File: src/rtl/fetch_queue_if.sv
// Bundle of the fetch_queue response, request-credit and decode-side signals.
// slave is the queue itself; master is the cache/decode environment driving it.
interface fetch_queue_if #(
  parameter int unsigned DEPTH = 8
);
  localparam int unsigned CW = $clog2(DEPTH) + 1;

  logic          flush;
  logic          req_fire;
  logic          req_ready;
  logic          rsp_valid;
  logic [31:0]   rsp_pc;
  logic [63:0]   rsp_data;
  logic [1:0]    rsp_mask;
  logic [1:0]    out_valid;
  logic [31:0]   out_pc_0;
  logic [31:0]   out_inst_0;
  logic [31:0]   out_pc_1;
  logic [31:0]   out_inst_1;
  logic [1:0]    out_deq;
  logic [CW-1:0] count;

  modport master (
    output flush, req_fire, rsp_valid, rsp_pc, rsp_data, rsp_mask, out_deq,
    input  req_ready, out_valid, out_pc_0, out_inst_0, out_pc_1, out_inst_1, count
  );

  modport slave (
    input  flush, req_fire, rsp_valid, rsp_pc, rsp_data, rsp_mask, out_deq,
    output req_ready, out_valid, out_pc_0, out_inst_0, out_pc_1, out_inst_1, count
  );
endinterface

File: src/rtl/fetch_queue.sv
// Dual-issue instruction fetch queue with in-flight request credit and flush dropping.
// Define FETCH_QUEUE_BYPASS_EN to forward a response straight to decode when the queue is empty.
module fetch_queue #(
  parameter int unsigned DEPTH        = 8,
  parameter int unsigned MAX_INFLIGHT = 2
) (
  input logic        clk,
  input logic        resetn,
  fetch_queue_if.slave bus
);
  localparam int unsigned PW = $clog2(DEPTH) + 1;
  localparam int unsigned IW = PW - 1;
  localparam int unsigned FW = $clog2(MAX_INFLIGHT + 1) + 1;
  localparam int unsigned DW = FW + 2;
  localparam int unsigned RW = PW + FW + 2;

  logic [PW-1:0] head, tail, occ;
  logic [IW-1:0] head_idx, head1_idx, tail_idx, tail1_idx;
  logic [31:0]   pc_mem   [DEPTH];
  logic [31:0]   inst_mem [DEPTH];
  logic [FW-1:0] inflight;
  logic [DW-1:0] drop;

  logic          enq;
  logic          bypass;
  logic [1:0]    enq_n, avail, deq_n;
  logic [31:0]   w0_pc, w0_inst, w1_pc, w1_inst;
  logic [RW-1:0] need;

  always_comb begin
    occ       = tail - head;
    head_idx  = head[IW-1:0];
    head1_idx = head[IW-1:0] + IW'(1);
    tail_idx  = tail[IW-1:0];
    tail1_idx = tail[IW-1:0] + IW'(1);

    enq   = bus.rsp_valid && (drop == '0);
    enq_n = {1'b0, bus.rsp_mask[0]} + {1'b0, bus.rsp_mask[1]};

    // Compact the response: the first valid instruction always lands in slot 0.
    if (bus.rsp_mask[0]) begin
      w0_pc   = bus.rsp_pc;
      w0_inst = bus.rsp_data[31:0];
    end else begin
      w0_pc   = bus.rsp_pc + 32'd4;
      w0_inst = bus.rsp_data[63:32];
    end
    w1_pc   = bus.rsp_pc + 32'd4;
    w1_inst = bus.rsp_data[63:32];

`ifdef FETCH_QUEUE_BYPASS_EN
    bypass = (occ == '0) && enq;
`else
    bypass = 1'b0;
`endif

    bus.out_pc_0   = '0;
    bus.out_inst_0 = '0;
    bus.out_pc_1   = '0;
    bus.out_inst_1 = '0;
    if (bypass) begin
      avail          = enq_n;
      bus.out_pc_0   = w0_pc;
      bus.out_inst_0 = w0_inst;
      if (enq_n == 2'd2) begin
        bus.out_pc_1   = w1_pc;
        bus.out_inst_1 = w1_inst;
      end
    end else begin
      avail = (occ >= PW'(2)) ? 2'd2 : occ[1:0];
      if (avail != 2'd0) begin
        bus.out_pc_0   = pc_mem[head_idx];
        bus.out_inst_0 = inst_mem[head_idx];
      end
      if (avail == 2'd2) begin
        bus.out_pc_1   = pc_mem[head1_idx];
        bus.out_inst_1 = inst_mem[head1_idx];
      end
    end
    bus.out_valid = {avail == 2'd2, avail != 2'd0};
    deq_n         = (bus.out_deq > avail) ? avail : bus.out_deq;

    // Reserve two slots for every outstanding request plus the one about to issue.
    need          = RW'(occ) + (RW'(inflight) << 1) + RW'(2);
    bus.req_ready = (need <= RW'(DEPTH)) && (inflight < FW'(MAX_INFLIGHT));
    bus.count     = occ;
  end

  always_ff @(posedge clk) begin
    if (!resetn) begin
      head     <= '0;
      tail     <= '0;
      inflight <= '0;
      drop     <= '0;
    end else if (bus.flush) begin
      head     <= '0;
      tail     <= '0;
      drop     <= drop + DW'(inflight) - DW'(bus.rsp_valid);
      inflight <= FW'(bus.req_fire);
    end else begin
      if (bus.rsp_valid && (drop != '0))
        drop <= drop - DW'(1);
      inflight <= inflight + FW'(bus.req_fire) - FW'(bus.rsp_valid && (drop == '0));
      if (enq)
        tail <= tail + PW'(enq_n);
      // A bypassed-and-consumed instruction is written then retired by head in the same edge.
      head <= head + PW'(deq_n);
    end
  end

  always_ff @(posedge clk) begin
    if (resetn && !bus.flush && enq) begin
      if (enq_n != 2'd0) begin
        pc_mem[tail_idx]   <= w0_pc;
        inst_mem[tail_idx] <= w0_inst;
      end
      if (enq_n == 2'd2) begin
        pc_mem[tail1_idx]   <= w1_pc;
        inst_mem[tail1_idx] <= w1_inst;
      end
    end
  end

`ifndef SYNTHESIS
  always_ff @(posedge clk) begin
    if (resetn) begin
      assert (bus.out_deq <= avail)
        else $error("fetch_queue: out_deq exceeds visible entries");
      assert (bus.flush || !enq || (int'(occ) + int'(enq_n) - int'(deq_n) <= int'(DEPTH)))
        else $error("fetch_queue: enqueue overflows storage");
    end
  end
`endif
endmodule

File: src/flat_wrapper.sv
// flat-port wrapper written by rule: the top's interface ports become plain ports
module fetch_queue_flat 
#(
  parameter int unsigned DEPTH        = 8,
  parameter int unsigned MAX_INFLIGHT = 2
)
  (clk, resetn, bus_flush, bus_req_fire, bus_rsp_valid, bus_rsp_pc, bus_rsp_data, bus_rsp_mask, bus_out_deq, bus_req_ready, bus_out_valid, bus_out_pc_0, bus_out_inst_0, bus_out_pc_1, bus_out_inst_1, bus_count);
  fetch_queue_if #(.DEPTH(DEPTH)) bus_i ();
  input logic clk;
  input logic resetn;
  input wire logic [$bits(bus_i.flush)-1:0] bus_flush;
  input wire logic [$bits(bus_i.req_fire)-1:0] bus_req_fire;
  input wire logic [$bits(bus_i.rsp_valid)-1:0] bus_rsp_valid;
  input wire logic [$bits(bus_i.rsp_pc)-1:0] bus_rsp_pc;
  input wire logic [$bits(bus_i.rsp_data)-1:0] bus_rsp_data;
  input wire logic [$bits(bus_i.rsp_mask)-1:0] bus_rsp_mask;
  input wire logic [$bits(bus_i.out_deq)-1:0] bus_out_deq;
  output wire logic [$bits(bus_i.req_ready)-1:0] bus_req_ready;
  output wire logic [$bits(bus_i.out_valid)-1:0] bus_out_valid;
  output wire logic [$bits(bus_i.out_pc_0)-1:0] bus_out_pc_0;
  output wire logic [$bits(bus_i.out_inst_0)-1:0] bus_out_inst_0;
  output wire logic [$bits(bus_i.out_pc_1)-1:0] bus_out_pc_1;
  output wire logic [$bits(bus_i.out_inst_1)-1:0] bus_out_inst_1;
  output wire logic [$bits(bus_i.count)-1:0] bus_count;
  assign bus_i.flush = bus_flush;
  assign bus_i.req_fire = bus_req_fire;
  assign bus_i.rsp_valid = bus_rsp_valid;
  assign bus_i.rsp_pc = bus_rsp_pc;
  assign bus_i.rsp_data = bus_rsp_data;
  assign bus_i.rsp_mask = bus_rsp_mask;
  assign bus_i.out_deq = bus_out_deq;
  assign bus_req_ready = bus_i.req_ready;
  assign bus_out_valid = bus_i.out_valid;
  assign bus_out_pc_0 = bus_i.out_pc_0;
  assign bus_out_inst_0 = bus_i.out_inst_0;
  assign bus_out_pc_1 = bus_i.out_pc_1;
  assign bus_out_inst_1 = bus_i.out_inst_1;
  assign bus_count = bus_i.count;
  fetch_queue #(.DEPTH(DEPTH), .MAX_INFLIGHT(MAX_INFLIGHT)) u_core (.clk(clk), .resetn(resetn), .bus(bus_i));
endmodule
File: config.mk
export PLATFORM = sky130hd
export DESIGN_NAME = fetch_queue_flat
export DESIGN_NICKNAME = d
export VERILOG_FILES = /design/src/rtl/fetch_queue_if.sv /design/src/rtl/fetch_queue.sv /design/src/flat_wrapper.sv
export SDC_FILE = /design/constraint.sdc
export NUM_CORES = 1
export LEC_CHECK = 0
export CAP_MARGIN = 15
export CORE_MARGIN = 2
export CORE_UTILIZATION = 55
export DETAILED_ROUTE_END_ITERATION = 10
export PLACE_DENSITY = 0.76
export SYNTH_ARGS = -nofsm -noshare
export SYNTH_HDL_FRONTEND = slang
export SYNTH_SLANG_ARGS = --single-unit
export TNS_END_PERCENT = 50
File: constraint.sdc
create_clock -name clk -period 8.3 [get_ports clk]
set_input_delay 0.83 -clock clk [delete_from_list [all_inputs] [get_ports clk]]
set_output_delay 0.83 -clock clk [all_outputs]
set_load 0.05 [all_outputs]
# After elaboration in Yosys (flattened, before gate mapping)
# Memories as Yosys holds them, arrays and structs flattened. A register that Yosys moved wholly into a read port is not among the register bits.
# Cells that the tools add are included.
dict set report totals {
  register_bits 16
  latchBits 0
  mem_bits_rw 512
  romBits 0
  input_bits 105
  out_inout_bits 135
  word_cells 59
  n_memories 2
}
dict set report op_classes {
  add_sub_neg 14
  multipliers 0
  n_div 0
  n_lt_le_gt_ge 4
  eq_ne 2
  shift 0
  mux 19
  bitwise_logic 1
  reduce_logical 12
}
# memory depth word_bits read_ports rd_ports_with_merged_regs wr line_no
set memory_table {}
lappend memory_table {u_core.inst_mem 8 32 2 1 2 fetch_queue.sv:20} ;# logic [31:0] inst_mem [DEPTH];
lappend memory_table {u_core.pc_mem 8 32 2 1 2 fetch_queue.sv:19} ;# logic [31:0] pc_mem [DEPTH];
# operator n
set op_table {}
lappend op_table {{two-way mux 32 bit} 6}
lappend op_table {{adder 32 x 3 -> 32 bit, second input constant} 1}
lappend op_table {{two-way mux 5 bit} 2}
lappend op_table {{adder 9 x 2 -> 9 bit, second input constant} 1}
lappend op_table {{less-or-equal comparator 9 x 4 -> 1 bit, second input constant} 1}
lappend op_table {{adder 4 x 2 -> 4 bit} 2}
lappend op_table {{two-way mux 1 bit} 7}
lappend op_table {{adder 3 x 1 -> 3 bit, second input constant} 2}
lappend op_table {{two-way mux 3 bit} 2}
lappend op_table {{nonzero test 2 bit} 3}
lappend op_table {{adder 4 x 4 -> 5 bit} 1}
lappend op_table {{adder 5 x 3 -> 5 bit} 1}
lappend op_table {{logical AND 1 bit} 5}
lappend op_table {{logical NOT 5 bit} 1}
lappend op_table {{nonzero test 5 bit} 1}
lappend op_table {{subtractor 5 x 1 -> 5 bit} 1}
lappend op_table {{subtractor 5 x 1 -> 5 bit, second input constant} 1}
lappend op_table {{equality test 2 bit, second input constant} 2}
lappend op_table {{greater-or-equal comparator 4 x 2 -> 1 bit, second input constant} 1}
lappend op_table {{two-way mux 2 bit} 2}
lappend op_table {{subtractor 4 bit} 1}
lappend op_table {{adder 3 x 1 -> 3 bit} 1}
lappend op_table {{less-than comparator 3 x 2 -> 1 bit, second input constant} 1}
lappend op_table {{subtractor 3 x 1 -> 3 bit} 1}
lappend op_table {{5 further kinds} 5}

# Longest topological paths before layout
dict set report logic_depth {
  word_depth 7
  depth_mapped 22
}

# Least setup slack after synthesis
# No wires, ideal clock.
dict set report synth_path {
  path_type {input -> register}
  startpoint {in bus_rsp_mask[0]}
  endpoint {mem u_core.inst_mem[1][0], enable pin}
  setup_ps 581
  arrival_ps 6680
  setup_slack_ps 1039
  cell_stages 7
  cell_sequence {clkbuf_1 clkbuf_1 inv_1 ha_1 nor2_1 nand3_1 o31ai_1}
}
# element line_no
set synth_rtl {}
lappend synth_rtl {{start: declaration} flat_wrapper.sv:16} ;# input wire logic [$bits(bus_i.rsp_mask)-1:0] bus_rsp_mask;
lappend synth_rtl {{end: declaration} fetch_queue.sv:20}

# Worst setup path after layout
dict set report layout_path {
  startpoint {reg u_core.head[1]}
  endpoint {out bus_out_inst_0[1]}
}
dict set report layout_between {
  elab_chain_len 5
}
# element line_no
set layout_lines {}
lappend layout_lines {{start: declaration} fetch_queue.sv:17} ;# logic [PW-1:0] head, tail, occ;
lappend layout_lines {{start signal: assignment} fetch_queue.sv:107} ;# head <= head + PW'(deq_n);
lappend layout_lines {{subtractor 4 bit (*)} fetch_queue.sv:31} ;# occ = tail - head;
lappend layout_lines {{greater-or-equal comparator 4 x 2 -> 1 bit} fetch_queue.sv:70} ;# avail = (occ >= PW'(2)) ? 2'd2 : occ[1:0];
lappend layout_lines {{two-way mux 2 bit (*)} fetch_queue.sv:70}
lappend layout_lines {{nonzero test 2 bit (*)} fetch_queue.sv:71} ;# if (avail != 2'd0) begin
lappend layout_lines {{two-way mux 32 bit (*)} fetch_queue.sv:71}
lappend layout_lines {{end: declaration} flat_wrapper.sv:21} ;# output wire logic [$bits(bus_i.out_inst_0)-1:0] bus_out_inst_0;
# Every way passes the cells marked *; elsewhere a longest branch is shown, timed or not.

==> impl_metrics.toml <==
[critical_path]
cp_slowest_cell = "buf_4"
critPathLaunch = "u_core.head[1]$_SDFF_PP0_"
rr_startpoint = "u_core.head[0]$_SDFF_PP0_"
cp-end-kind = "output port"
crit_required_ps = 7470
critPathLaunchType = "register"
path_class = "register to output port"
cpMostUsedCell = "buf_4"
crit_end = "bus_out_inst_0[1]"
crit_arrival_ps = 4920
crit_chain = "buf_4 -> buf_4 -> mux4_2 -> nand2_1 -> a21oi_1 -> clkdlybuf4s50_1"
ff2ff_setup_slack_ps = 3300
reg2reg_depth = 17
r2r_end = "u_core.head[2]$_SDFF_PP0_"
path_buf_inv = 3
slowest_delay_ps = 950
cp_num_cells = 6
critPathTopFamily = "buffers and inverters"
crit_fanout = 62

[grt]
grt_use_met2 = 0.5223
grt_max_degree = 152
antenna_found_initial = 3
top_usage_layer = "met2"
grt_use_total = 0.3133
met1_usage = 0.3947
grt.met3_usage = 0.06376
grt_pass1_wl_um = 140300
gr-total-overflow = 0
grt_pass1_vias = 23648

[layout]
area_growth_pct = 14.51
drive_gt1_frac = 0.1460
design_area_um2 = 36330
fillCellCount = 4215
nNetsFinal = 2936

[placed_design]
place.detailed.hpwl_um = 56280
port_buffers = 239
gp_congestion = 0.8387
place_area_um2 = 34460

[synthesis]
netlist.area_leader.share = 0.4847
yosysMostFrequentCell = "edfxtp_1"
yosysUniqueCellTypes = 61
synthMuxAreaShare = 0.1954
synth-simple-area-share = 0.1186
synth_nets = 2861
synthTopCellsByCount = "512 x edfxtp_1, 410 x a21oi_1, 401 x nand2_1"
synth-xor-area-share = 0.06397
async_flop_share = 0
synth_top_family_by_area = "multiplexers"
netlist_instances = 2721
ys_warn_count = 0
syn-cell-area_um2 = 31720
ys_ff_latch = 528
seq_area_frac_synth = 0.4948
synth_compound_area_frac = 0.07245
synth_area_leaders = "edfxtp_1 48%, mux4_2 18%, a21oi_1 6.5%"
avgSynthCellArea_um2 = 11.66
synth_edf_count = 512
synth_ff_type = "edfxtp_1"
yosysTopAreaCell = "edfxtp_1"
synthAdderAreaFrac = 0.01522

[min_path]
hp-class = "register to register"

[run]
cap_violations = 0

[clock_network]
cts_root_buf = "clkbuf_16"
cts_resized = 0
cts_hold_buf = 0
clkTransAtPathRegs_ps = 60
htree_levels = 2
cts_sinks = 528
post_cts_buffers = 0
clk_latency_ps = 640
cts_tree = "done"
cts_made_buffers = 55
clockBufferDepth = 3

[drt]
viasPerCell = 6.575
drt_iter0_drc = 2996
ant_nets = 0
wire_per_inst_um = 26.15
via_count = 23728
first_pass_iters = 6
route.detailed.drc = 0
wirelength_um = 94380

[sta]
period_minus_slack_ps = 5751
finalHoldViolations = 0
rsz0062_at_grt = "false"
setup_viol = 0
min_period_over_period = 0.6929
slew_headroom = 0.2135
setup_tns_ps = 0
fmax_ghz = 0.1739
tightest_slew_ps = 1180
skew_ps = 37.67
finalMaxSlewViolations = 0

[power_and_ir_drop]
powerDensity_nw_per_um2 = 330.9
ir_worst_vdd_v = 0.0004000
p_leak_nw = 12.07

[floorplanning]
row_count = 88
start_util = 0.5530
die-width_um = 244.2
ioPinCount = 240
die-area_um2 = 59610
core-area_um2 = 57370
die_h_um = 244.2

[status]
status = "finished, final reports clean"
## cells by family after synthesis
group / after synthesis
AOI/OAI and AO/OA: 447
and+or+nand+nor: 888
adders and majority gates: 35
buffers and inverters: 294
xor gates and xnor gates: 230
muxes: 299
DFF: 528
## final cells by class
| cell class | count | area [um2] | area share |
|---|---|---|---|
| Clock inverter | 39 | 414.1 | 0.01140 |
| Sequential cell | 528 | 15710 | 0.4324 |
| Antenna cell | 2 | 5.005 | 0.0001378 |
| Multi-Input combinational cell | 1899 | 14990 | 0.4125 |
| Timing Repair Buffer | 273 | 2680 | 0.07378 |
| Clock buffer | 64 | 1431 | 0.03940 |
| Tap cell | 765 | 957.2 | 0.02635 |
| Inverter | 39 | 146.4 | 0.004030 |
## power by group
| part | switching (mW) | internal, mW |
|---|---|---|
| clock | 1.09 | 1.48 |
| sequential | 0.0820 | 2.98 |
| combinational | 4.19 | 2.19 |
| total | 5.36 | 6.66 |
## worst reg2reg max path, cell delays in order (launching register included)
cell	delay, ps
dfxtp_4	850
ha_1	300
inv_1	60
fa_1	370
xnor2_1	310
inv_1	160
a211oi_4	230
buf_4	770
inv_1	190
ha_1	350
nor2b_1	150
nor2_1	60
nand3_1	80
nand3_1	90
ha_1	220
fa_1	430
xnor2_1	210
nor2_1	60
## state kept, by name, indices dropped and copies added, names as in the netlist
name,cells
u_core.drop,5
u_core.pc_mem,256
u_core.tail,4
u_core.head,4
u_core.inflight,3
u_core.inst_mem,256
## per-stage QoR
step / total power, mW / hold slack, ps / std cells / util / worst slack, ps
2_1_floorplan: 7.437 / 498.4 / 2721 / - / 1039
3_3_place_gp: 9.351 / 513.8 / 3503 / 0.6006 / 2949
3_5_place_dp: 9.431 / 533.0 / 3503 / 0.6006 / 2779
4_1_cts: 11.98 / 546.9 / 3606 / 0.6328 / 2114
5_1_grt: 12.37 / 586.0 / 3609 / 0.6332 / 2395
6_report: 12.02 / 539.5 / 3609 / 0.6332 / 2549
## how the worst min path moves through the flow
| stage | end | from | depth (start not counted) | slack [ps] |
|---|---|---|---|---|
| 3_5_place_dp | u_core.tail[3]$_SDFFE_PP0P_ | u_core.tail[3]$_SDFFE_PP0P_ | 2 | 530 |
| 4_1_cts | u_core.tail[3]$_SDFFE_PP0P_ | u_core.tail[3]$_SDFFE_PP0P_ | 2 | 550 |
| 6_report | u_core.tail[3]$_SDFFE_PP0P_ | u_core.tail[3]$_SDFFE_PP0P_ | 2 | 540 |
| 5_1_grt | u_core.tail[3]$_SDFFE_PP0P_ | u_core.tail[3]$_SDFFE_PP0P_ | 2 | 590 |
| 2_1_floorplan | u_core.tail[3]$_SDFFE_PP0P_ | u_core.tail[3]$_SDFFE_PP0P_ | 2 | 500 |
| 3_3_place_gp | u_core.tail[3]$_SDFFE_PP0P_ | u_core.tail[3]$_SDFFE_PP0P_ | 2 | 510 |
## layout by cell type, fill, tap and decap left out, drive strengths merged, types with 6 or more instances in the layout
cell type	instances
nand2	401
nand3	23
bufinv	8
and2	14
nand4	18
mux4	256
clkbuf	64
o31ai	8
nor3	8
buf	35
xnor2	152
xor2	78
nor2	384
a21oi	410
o21ai	16
mux2i	42
dfxtp	16
fa	6
clkdlybuf4s50	238
nor4	11
inv	41
ha	29
clkinv	29
edfxtp	512
nor2b	7
## layer usage
metal | vias up | share of wire
li1 | 10075 | -
met1 | 11646 | 0.34
met2 | 1702 | 0.49
met3 | 303 | 0.12
met4 | 2 | 0.049
met5 | - | 0.00015
Power figures use the tool's default switching activity.
==> RTL change (same flow settings) <==
`DEPTH` is set to 8 in 3 places; all go to 4.
--- a/src/rtl/fetch_queue_if.sv
+++ b/src/rtl/fetch_queue_if.sv
@@ -2,5 +2,5 @@
 // slave is the queue itself; master is the cache/decode environment driving it.
 interface fetch_queue_if #(
-  parameter int unsigned DEPTH = 8
+  parameter int unsigned DEPTH = 4
 );
   localparam int unsigned CW = $clog2(DEPTH) + 1;
--- a/src/rtl/fetch_queue.sv
+++ b/src/rtl/fetch_queue.sv
@@ -2,5 +2,5 @@
 // Define FETCH_QUEUE_BYPASS_EN to forward a response straight to decode when the queue is empty.
 module fetch_queue #(
-  parameter int unsigned DEPTH        = 8,
+  parameter int unsigned DEPTH        = 4,
   parameter int unsigned MAX_INFLIGHT = 2
 ) (
--- a/src/flat_wrapper.sv
+++ b/src/flat_wrapper.sv
@@ -2,5 +2,5 @@
 module fetch_queue_flat 
 #(
-  parameter int unsigned DEPTH        = 8,
+  parameter int unsigned DEPTH        = 4,
   parameter int unsigned MAX_INFLIGHT = 2
 )
Ports: changed (resized bus_count); port bits go from 240 to 239. No check against the original RTL was run, so the function may have changed too.
==> RTL change against the unedited design <==
  * Sequential cell count fell by 258
  * Total power shrank 60%
  * Highest routed layer is now met4
  * Worst setup slack gained 0.31 ns
  * Routed wire length decreased by 54%
  * Design area is 45% lower
  * Via count shrank 49%
  * Clock power decreased by 52%
  * Synthesized area down 48%
  * Cell count fell by 43%
==> RTL change: results <==
metrics = {
    "pwr": {
        "peakVddDrop_mv": 0.162,
        "pg_clk_uw": 1230,
        "p_leak_uw": 0.00727,
        "pg_seq_uw": 1580,
    },
    "global_routing": {
        "grt_pass1_wl_um": 67800,
        "met2_usage_pct": 48.8,
        "track_usage_pct": 28.0,
        "gr-usage-met1_pct": 36.4,
        "grt_pass1_vias": 12400,
        "met3_usage_pct": 3.49,
    },
    "final_layout": {
        "fin_nets": 1780,
        "layout-drive-gt1-share_pct": 12.7,
    },
    "placed_design": {
        "gp_congestion": 0.799,
        "dp_hpwl_um": 27500,
        "portBuffers": 238,
        "dp.cells": 2006,
    },
    "critical_path": {
        "slowest_stage": "dfxtp_4",
        "reg2reg_depth": 14,
        "arrival_ns": 4.61,
        "reg2reg_to": "u_core.head[1]",
        "crit_start": "u_core.head[0]",
    },
    "yosys": {
        "synth-seq-area-share_pct": 48.1,
        "synth.area.top_cells": "edfxtp_1, mux4_2, nand2_1, and2_1, xnor2_1",
        "synthXorXnorAreaFrac_pct": 6.49,
        "synth_nets": 1605,
        "synthDistinctLibCells": 52,
        "synth-compound-area-share_pct": 1.21,
        "synth_common_cells": "nand2_1, edfxtp_1, and2_1",
        "synth_edf_count": 256,
    },
    "route": {
        "avgViaCountPerCell": 5.89,
        "wl_met3_um": 3710,
        "firstDrtPassIters": 5,
        "wl_met2_um": 21900,
    },
    "clocking": {
        "insertion_delay_ns": 0.55,
        "htree_num_levels": 1,
    },
    "timing": {
        "max_slew_margin_pct": 29.4,
        "skew_ns": 0.0114,
    },
    "hold_path": {
        "whs_endpoint": "u_core.tail[2]",
        "min_from": "u_core.tail[2]",
    },
    "status": {
        "status": "finished, final reports clean",
    },
}
RTL change: cell count changes after synthesis, moves of 87 or more:
cell      before  now
a21oi_1      410    8
nor2_1       383   70
edfxtp_1     512  256
mux4_2       256  128
and2_1        14  132
nand2_1      401  488
RTL change: through the flow:
stage / hold WS (ns) / setup TNS, ns / util, % / setup slack (ns)
3_5_place_dp: 0.521 / 0 / 64.5 / 3.29
2_1_floorplan: 0.481 / -115.68 / - / -0.904
3_3_place_gp: 0.514 / 0 / 64.5 / 3.40
4_1_cts: 0.535 / 0 / 67.5 / 2.72
5_1_grt: 0.559 / 0 / 67.6 / 2.56
6_report: 0.534 / 0 / 67.6 / 2.86
RTL change: area by class of cell:
cell class              instances  area share (%)
inverters                      31           0.581
well taps                     390            2.44
repair buffers                258            12.7
clock inverters                12           0.524
flip-flops and latches        270            39.8
diodes                          1          0.0125
clock buffers                  40            3.88
multi-input cells            1058            40.0
